## src/rtl/mem_stage_if.sv

```systemverilog
// mem_stage_if: data-memory request/response bus between the memory stage and data memory
interface mem_stage_if;
  logic [31:0] dmem_address;
  logic        dmem_read;
  logic        dmem_write;
  logic [3:0]  dmem_wmask;
  logic [31:0] dmem_wdata;
  logic [31:0] dmem_rdata;
  logic        dmem_resp;
  modport master (
    output dmem_address, dmem_read, dmem_write, dmem_wmask, dmem_wdata,
    input  dmem_rdata, dmem_resp
  );
  modport slave (
    input  dmem_address, dmem_read, dmem_write, dmem_wmask, dmem_wdata,
    output dmem_rdata, dmem_resp
  );
endinterface

```

## src/rtl/mem_stage.sv

```systemverilog
// mem_stage: RV32I memory stage issuing loads/stores and returning registered writeback results
module mem_stage (
  input  logic        clk,
  input  logic        rst,
  input  logic        exe_mem_valid,
  input  logic [31:0] alu_out_i,
  input  logic [31:0] rs2_out_i,
  input  logic        br_en_i,
  input  logic        ld_en,
  input  logic        st_en,
  input  logic [2:0]  funct3,
  mem_stage_if.master dmem,
  output logic        mem_busy,
  output logic        mem_rdy,
  output logic [31:0] mem_result,
  output logic [31:0] mem_fwd_data,
  output logic        br_en_o,
  output logic        mem_err
);
  typedef enum logic [1:0] {IDLE, ACCESS, DONE} state_t;
  state_t      state_q, state_d;
  logic [31:0] addr_q, addr_d, wdata_q, wdata_d, res_q, res_d;
  logic [3:0]  wmask_q, wmask_d;
  logic [2:0]  f3_q, f3_d;
  logic [1:0]  off_q, off_d;
  logic        rd_q, rd_d, wr_q, wr_d, br_q, br_d, bra_q, bra_d, err_q, err_d;
  logic        illegal, misaligned, mem_op, go;
  logic [7:0]  ld_b;
  logic [15:0] ld_h;
  logic [31:0] ld_val;
  assign illegal    = funct3 == 3'b011 || funct3[2:1] == 2'b11;
  assign misaligned = (funct3[1:0] == 2'b01 && alu_out_i[0]) || (funct3[1:0] == 2'b10 && alu_out_i[1:0] != 2'b00);
  assign mem_op     = ld_en || st_en;
  assign go         = mem_op && !illegal && !misaligned;
  assign ld_b       = dmem.dmem_rdata[8*off_q +: 8];
  assign ld_h       = off_q[1] ? dmem.dmem_rdata[31:16] : dmem.dmem_rdata[15:0];
  assign ld_val     = f3_q == 3'b000 ? {{24{ld_b[7]}}, ld_b} :
                      f3_q == 3'b100 ? {24'b0, ld_b} :
                      f3_q == 3'b001 ? {{16{ld_h[15]}}, ld_h} :
                      f3_q == 3'b101 ? {16'b0, ld_h} : dmem.dmem_rdata;
  // next state: accept in IDLE/DONE, complete ACCESS on dmem_resp
  always_comb begin
    state_d = state_q;
    addr_d  = addr_q;
    wdata_d = wdata_q;
    wmask_d = wmask_q;
    res_d   = res_q;
    f3_d    = f3_q;
    off_d   = off_q;
    rd_d    = rd_q;
    wr_d    = wr_q;
    br_d    = br_q;
    bra_d   = bra_q;
    err_d   = err_q;
    if (state_q == ACCESS) begin
      if (dmem.dmem_resp) begin
        state_d = DONE;
        rd_d    = 1'b0;
        wr_d    = 1'b0;
        res_d   = wr_q ? 32'b0 : ld_val;
        err_d   = 1'b0;
        br_d    = bra_q;
      end
    end else if (exe_mem_valid) begin
      bra_d = br_en_i;
      off_d = alu_out_i[1:0];
      f3_d  = funct3;
      if (go) begin
        state_d = ACCESS;
        rd_d    = ld_en;
        wr_d    = st_en;
        addr_d  = {alu_out_i[31:2], 2'b00};
        wmask_d = !st_en ? 4'b0000 :
                  funct3[1:0] == 2'b00 ? 4'b0001 << alu_out_i[1:0] :
                  funct3[1:0] == 2'b01 ? 4'b0011 << alu_out_i[1:0] : 4'b1111;
        wdata_d = !st_en ? 32'b0 :
                  funct3[1:0] == 2'b00 ? {4{rs2_out_i[7:0]}} :
                  funct3[1:0] == 2'b01 ? {2{rs2_out_i[15:0]}} : rs2_out_i;
      end else begin
        state_d = DONE;
        res_d   = mem_op ? 32'b0 : alu_out_i;
        err_d   = mem_op;
        br_d    = br_en_i;
      end
    end else begin
      state_d = IDLE;
    end
  end
  // state and datapath registers; reset drops any in-flight request at once
  always_ff @(posedge clk or posedge rst) begin
    if (rst) begin
      state_q <= IDLE;
      addr_q  <= '0;
      wdata_q <= '0;
      wmask_q <= '0;
      res_q   <= '0;
      f3_q    <= '0;
      off_q   <= '0;
      rd_q    <= 1'b0;
      wr_q    <= 1'b0;
      br_q    <= 1'b0;
      bra_q   <= 1'b0;
      err_q   <= 1'b0;
    end else begin
      state_q <= state_d;
      addr_q  <= addr_d;
      wdata_q <= wdata_d;
      wmask_q <= wmask_d;
      res_q   <= res_d;
      f3_q    <= f3_d;
      off_q   <= off_d;
      rd_q    <= rd_d;
      wr_q    <= wr_d;
      br_q    <= br_d;
      bra_q   <= bra_d;
      err_q   <= err_d;
    end
  end
  assign dmem.dmem_address = addr_q;
  assign dmem.dmem_read    = rd_q;
  assign dmem.dmem_write   = wr_q;
  assign dmem.dmem_wmask   = wmask_q;
  assign dmem.dmem_wdata   = wdata_q;
  assign mem_busy          = state_q == ACCESS;
  assign mem_rdy           = state_q == DONE;
  assign mem_result        = res_q;
  assign mem_fwd_data      = res_q;
  assign br_en_o           = br_q;
  assign mem_err           = err_q;
endmodule
```

## src/flat_wrapper.sv

```systemverilog
// flat-port wrapper written by rule: the top's interface ports become plain ports
module mem_stage_flat 
  (clk, rst, exe_mem_valid, alu_out_i, rs2_out_i, br_en_i, ld_en, st_en, funct3, mem_busy, mem_rdy, mem_result, mem_fwd_data, br_en_o, mem_err, dmem_dmem_address, dmem_dmem_read, dmem_dmem_write, dmem_dmem_wmask, dmem_dmem_wdata, dmem_dmem_rdata, dmem_dmem_resp);
  mem_stage_if dmem_i ();
  input  logic clk;
  input  logic rst;
  input  logic exe_mem_valid;
  input  logic [31:0] alu_out_i;
  input  logic [31:0] rs2_out_i;
  input  logic br_en_i;
  input  logic ld_en;
  input  logic st_en;
  input  logic [2:0] funct3;
  output logic mem_busy;
  output logic mem_rdy;
  output logic [31:0] mem_result;
  output logic [31:0] mem_fwd_data;
  output logic br_en_o;
  output logic mem_err;
  output wire logic [$bits(dmem_i.dmem_address)-1:0] dmem_dmem_address;
  output wire logic [$bits(dmem_i.dmem_read)-1:0] dmem_dmem_read;
  output wire logic [$bits(dmem_i.dmem_write)-1:0] dmem_dmem_write;
  output wire logic [$bits(dmem_i.dmem_wmask)-1:0] dmem_dmem_wmask;
  output wire logic [$bits(dmem_i.dmem_wdata)-1:0] dmem_dmem_wdata;
  input wire logic [$bits(dmem_i.dmem_rdata)-1:0] dmem_dmem_rdata;
  input wire logic [$bits(dmem_i.dmem_resp)-1:0] dmem_dmem_resp;
  assign dmem_dmem_address = dmem_i.dmem_address;
  assign dmem_dmem_read = dmem_i.dmem_read;
  assign dmem_dmem_write = dmem_i.dmem_write;
  assign dmem_dmem_wmask = dmem_i.dmem_wmask;
  assign dmem_dmem_wdata = dmem_i.dmem_wdata;
  assign dmem_i.dmem_rdata = dmem_dmem_rdata;
  assign dmem_i.dmem_resp = dmem_dmem_resp;
  mem_stage u_core (.clk(clk), .rst(rst), .exe_mem_valid(exe_mem_valid), .alu_out_i(alu_out_i), .rs2_out_i(rs2_out_i), .br_en_i(br_en_i), .ld_en(ld_en), .st_en(st_en), .funct3(funct3), .dmem(dmem_i), .mem_busy(mem_busy), .mem_rdy(mem_rdy), .mem_result(mem_result), .mem_fwd_data(mem_fwd_data), .br_en_o(br_en_o), .mem_err(mem_err));
endmodule
```

## config.mk

```make
export PLATFORM = sky130hd
export DESIGN_NAME = mem_stage_flat
export DESIGN_NICKNAME = d
export VERILOG_FILES = /design/src/rtl/mem_stage_if.sv /design/src/rtl/mem_stage.sv /design/src/flat_wrapper.sv
export SDC_FILE = /design/constraint.sdc
export NUM_CORES = 1
export LEC_CHECK = 0
export ABC_AREA = 0
export BUFFER_PORTS_ARGS = -buffer_cell sky130_fd_sc_hd__buf_2
export CORE_MARGIN = 5
export CORE_UTILIZATION = 40
export CTS_CLUSTER_SIZE = 20
export DETAILED_ROUTE_END_ITERATION = 10
export PLACE_DENSITY = 0.68
export SLEW_MARGIN = 0
export SYNTH_ARGS = -nofsm -noshare
export SYNTH_HDL_FRONTEND = slang
export SYNTH_SLANG_ARGS = --single-unit
export TNS_END_PERCENT = 50
```

## constraint.sdc

```tcl
create_clock -name clk -period 5.1 [get_ports clk]
set_clock_uncertainty 0.05 [all_clocks]
set_input_delay 0.255 -clock clk [delete_from_list [all_inputs] [get_ports clk]]
set_output_delay 0.255 -clock clk [all_outputs]
set_load 0.01 [all_outputs]
```

==> flow_summary.json <==
{
  "status": "finished clean",
  "gr-total-overflow": 0,
  "placed_cells": 995,
  "slowest_stage": "and2_2",
  "die_h_um": 135,
  "fill_cells": 1456,
  "worstPathArrival_ns": 3.55,
  "slew_headroom": 0.175,
  "ys_seq_area_frac": 0.438,
  "crit_family": "simple AND/OR/NAND/NOR gates",
  "areaGrowthSynthToFinish_pct": 22.3,
  "cts_root_buffer": "clkbuf_16",
  "vias": 5455,
  "yosysTopAreaCell": "dfrtp_1",
  "drc": 0,
  "fin_setup_tns_ns": 0,
  "cp-end-kind": "flop",
  "leakage_nw": 3.81,
  "ys.flop_type": "dfrtp_1",
  "yosysUniqueCellTypes": 47,
  "cts_hold_buf": 1,
  "syn_area_um2": 6290,
  "post-dp-hpwl_mm": 14.4,
  "cts_resized": 0,
  "cap_violations": 0,
  "clkSlewWorstSetupHoldPaths_ns": 0.08,
  "chipWidth_um": 135,
  "grt.total_usage": 0.206,
  "drt-total-wl_mm": 19.4,
  "critPathKind": "reg2reg",
  "hold_viol_final": 0,
  "core_area_um2": 15300,
  "synth_common_cells": "dfrtp_1, inv_1, mux2_2",
  "grt_max_degree": 59,
  "rsz0062_at_grt": "false",
  "muxShareOfSynthArea": 0.173,
  "grt_pass1_wl_mm": 29.3,
  "critPathMostFrequentCell": "buf_4",
  "maxSlewViolCount": 0,
  "yosysTopAreaCellShare": 0.438,
  "yosys.area_share.simple": 0.117,
  "final_cells": 1013,
  "cts_max_level": 3,
  "first_pass_iters": 6,
  "synth_edf_count": 0,
  "path_cells": "nand2b_1 -> inv_2 -> nor2_2 -> buf_4 -> and2_2 -> buf_4 -> mux2_2",
  "port_buffers": 241,
  "post_cts_buffers": 0,
  "place.gp.congestion": 0.882,
  "ys_ff_latch": 110,
  "fin_crit_sh": 0.660,
  "clk_path_buf_depth": 2,
  "place_ws_ns": 1.75,
  "syn_avg_cell_area_um2": 10.2,
  "yosysMostFrequentCell": "dfrtp_1",
  "finalSetupViolCount": 0,
  "worst_skew_pair.late_latency_ns": 0.36,
  "cts_buffers": 9,
  "drt_iter0_drc": 365,
  "synth_top_family_by_area": "multiplexers",
  "start_util": 0.411,
  "worst_pin_slew_ns": 1.20,
  "ys_warn_count": 0,
  "layout.nets": 906,
  "synth-adder-area-share": 0.00796,
  "io-pin-count": 244,
  "critPathLaunchType": "flop",
  "postSynthCellCount": 618,
  "power.density_nw_per_um2": 372,
  "cts_tree": "done",
  "hold_class": "in2reg",
  "antenna_found_initial": 1,
  "fmax_ghz": 0.297,
  "irDropWorstVdd_v": 0.000193,
  "synth_compound_area_frac": 0.152,
  "grt_pass1_vias": 5125,
  "cts_sinks": 110,
  "synth_xor_area_frac": 0,
  "dieArea_um2": 18300,
  "async_flop_share": 1.00,
  "cpPeakStageDelay_ns": 0.81,
  "rows": 45,
  "drtAntennaViolNets": 0,
  "synth_area_leaders": "dfrtp_1, mux2_2, buf_4, o21ai_0, inv_1",
  "crit_required_ns": 5.29,
  "vias_per_cell": 5.38,
  "post-route-min-period_ns": 3.36,
  "critical_path_buf_inv_count": 3,
  "wl_per_cell_um": 19.1,
  "setup_ws_ns": 1.74,
  "final_layout_size_suffix_gt1_frac": 0.419,
  "crit_path_max_fanout": 36
}
[layer usage]
layer	wire (um)	vias up	share of wire	global-route usage
met5	20	-	0.0010	0
met4	237	2	0.012	0.0566
met1	8140	2643	0.42	0.271
li1	-	2536	-	-
met2	9220	260	0.48	0.342
met3	1750	14	0.090	0.0490
[per-stage QoR]
stage | hold slack, ns | util | instance area, um2 | power, mW
final | 0.0595 | 0.502 | 7690 | 2.86
after global routing | 0.0804 | 0.502 | 7690 | 3.02
after CTS | 0.0498 | 0.502 | 7690 | 2.90
after detailed placement | 0.363 | 0.479 | 7340 | 2.10
after global placement | 0.351 | 0.479 | 7340 | 2.08
after floorplan | 0.310 | - | 6290 | 1.76
[final timing paths]
kind,start,end,slack [ns],cells past startpoint
max in group asynchronous,rst,u_core.f3_q[0]$_DFFE_PP0P_,3.32,4
hold reg to reg,u_core.dmem.dmem_address[7]$_DFFE_PP0P_,u_core.dmem.dmem_address[7]$_DFFE_PP0P_,0.43,1
min in group asynchronous,rst,u_core.dmem.dmem_wdata[0]$_DFFE_PP0P_,0.48,3
hold / removal,br_en_i,u_core.bra_q$_DFFE_PP0P_,0.06,3
setup reg to reg,u_core.state_q[1]$_DFFE_PP0P_,u_core.dmem.dmem_wdata[13]$_DFFE_PP0P_,1.74,7
setup / recovery,u_core.state_q[1]$_DFFE_PP0P_,u_core.dmem.dmem_wdata[13]$_DFFE_PP0P_,1.74,7
[flip-flops by register name, indices dropped and copies added (netlist names)]
register and cells:
u_core.mem_err 1, u_core.dmem.dmem_wdata 32, u_core.dmem.dmem_read 1, u_core.state_q 2, u_core.dmem.dmem_wmask 4, u_core.br_en_o 1
u_core.mem_fwd_data 32, u_core.f3_q 3, u_core.dmem.dmem_address 30, u_core.off_q 2, u_core.bra_q 1, u_core.dmem.dmem_write 1
[cell type report]
cell class	instances	area, um2	area share
Clock buffer	12	256	0.0334
Inverter	59	224	0.0291
Multi-Input combinational cell	368	2850	0.371
Clock inverter	4	77.6	0.0101
Timing Repair Buffer	248	1260	0.164
Sequential cell	110	2750	0.358
Tap cell	211	264	0.0343
Antenna cell	1	2.50	0.000325
[layout by cell type, fill, tap and decap left out, drive strengths merged, types with 4 or more instances in the layout]
cell,Yosys,routed
o221ai,18,18
inv,59,60
nand2b,9,9
a222oi,7,7
a22oi,16,16
nand2,39,39
mux2,64,64
mux4,7,7
buf,56,247
nor3b,9,9
ha,4,4
clkbuf,26,12
nor2b,19,19
nor2,22,22
a32o,14,14
mux2i,21,21
dfrtp,110,110
a21boi,14,14
o21ai,50,50
nand4,33,33
[where the power goes]
part / internal (mW) / switching, mW
sequential: 1.06 / 0.129
combinational: 0.400 / 0.483
clock: 0.461 / 0.332
total: 1.92 / 0.944
[worst register-to-register path, stage by stage, from the launching register on]
cell and delay [ns]:
dfrtp_1 0.38, nand2b_1 0.58, inv_2 0.17, nor2_2 0.11, buf_4 0.28, and2_2 0.81
buf_4 0.48, mux2_2 0.39
[cells by family after synthesis]
logic type / after synthesis
AOI/OAI and AO/OA: 131
adders and majority gates: 4
buffers and inverters: 141
DFF: 110
muxes: 92
other: 1
and+or+nand+nor: 139
Note: power is estimated with default switching activity, not from simulation.
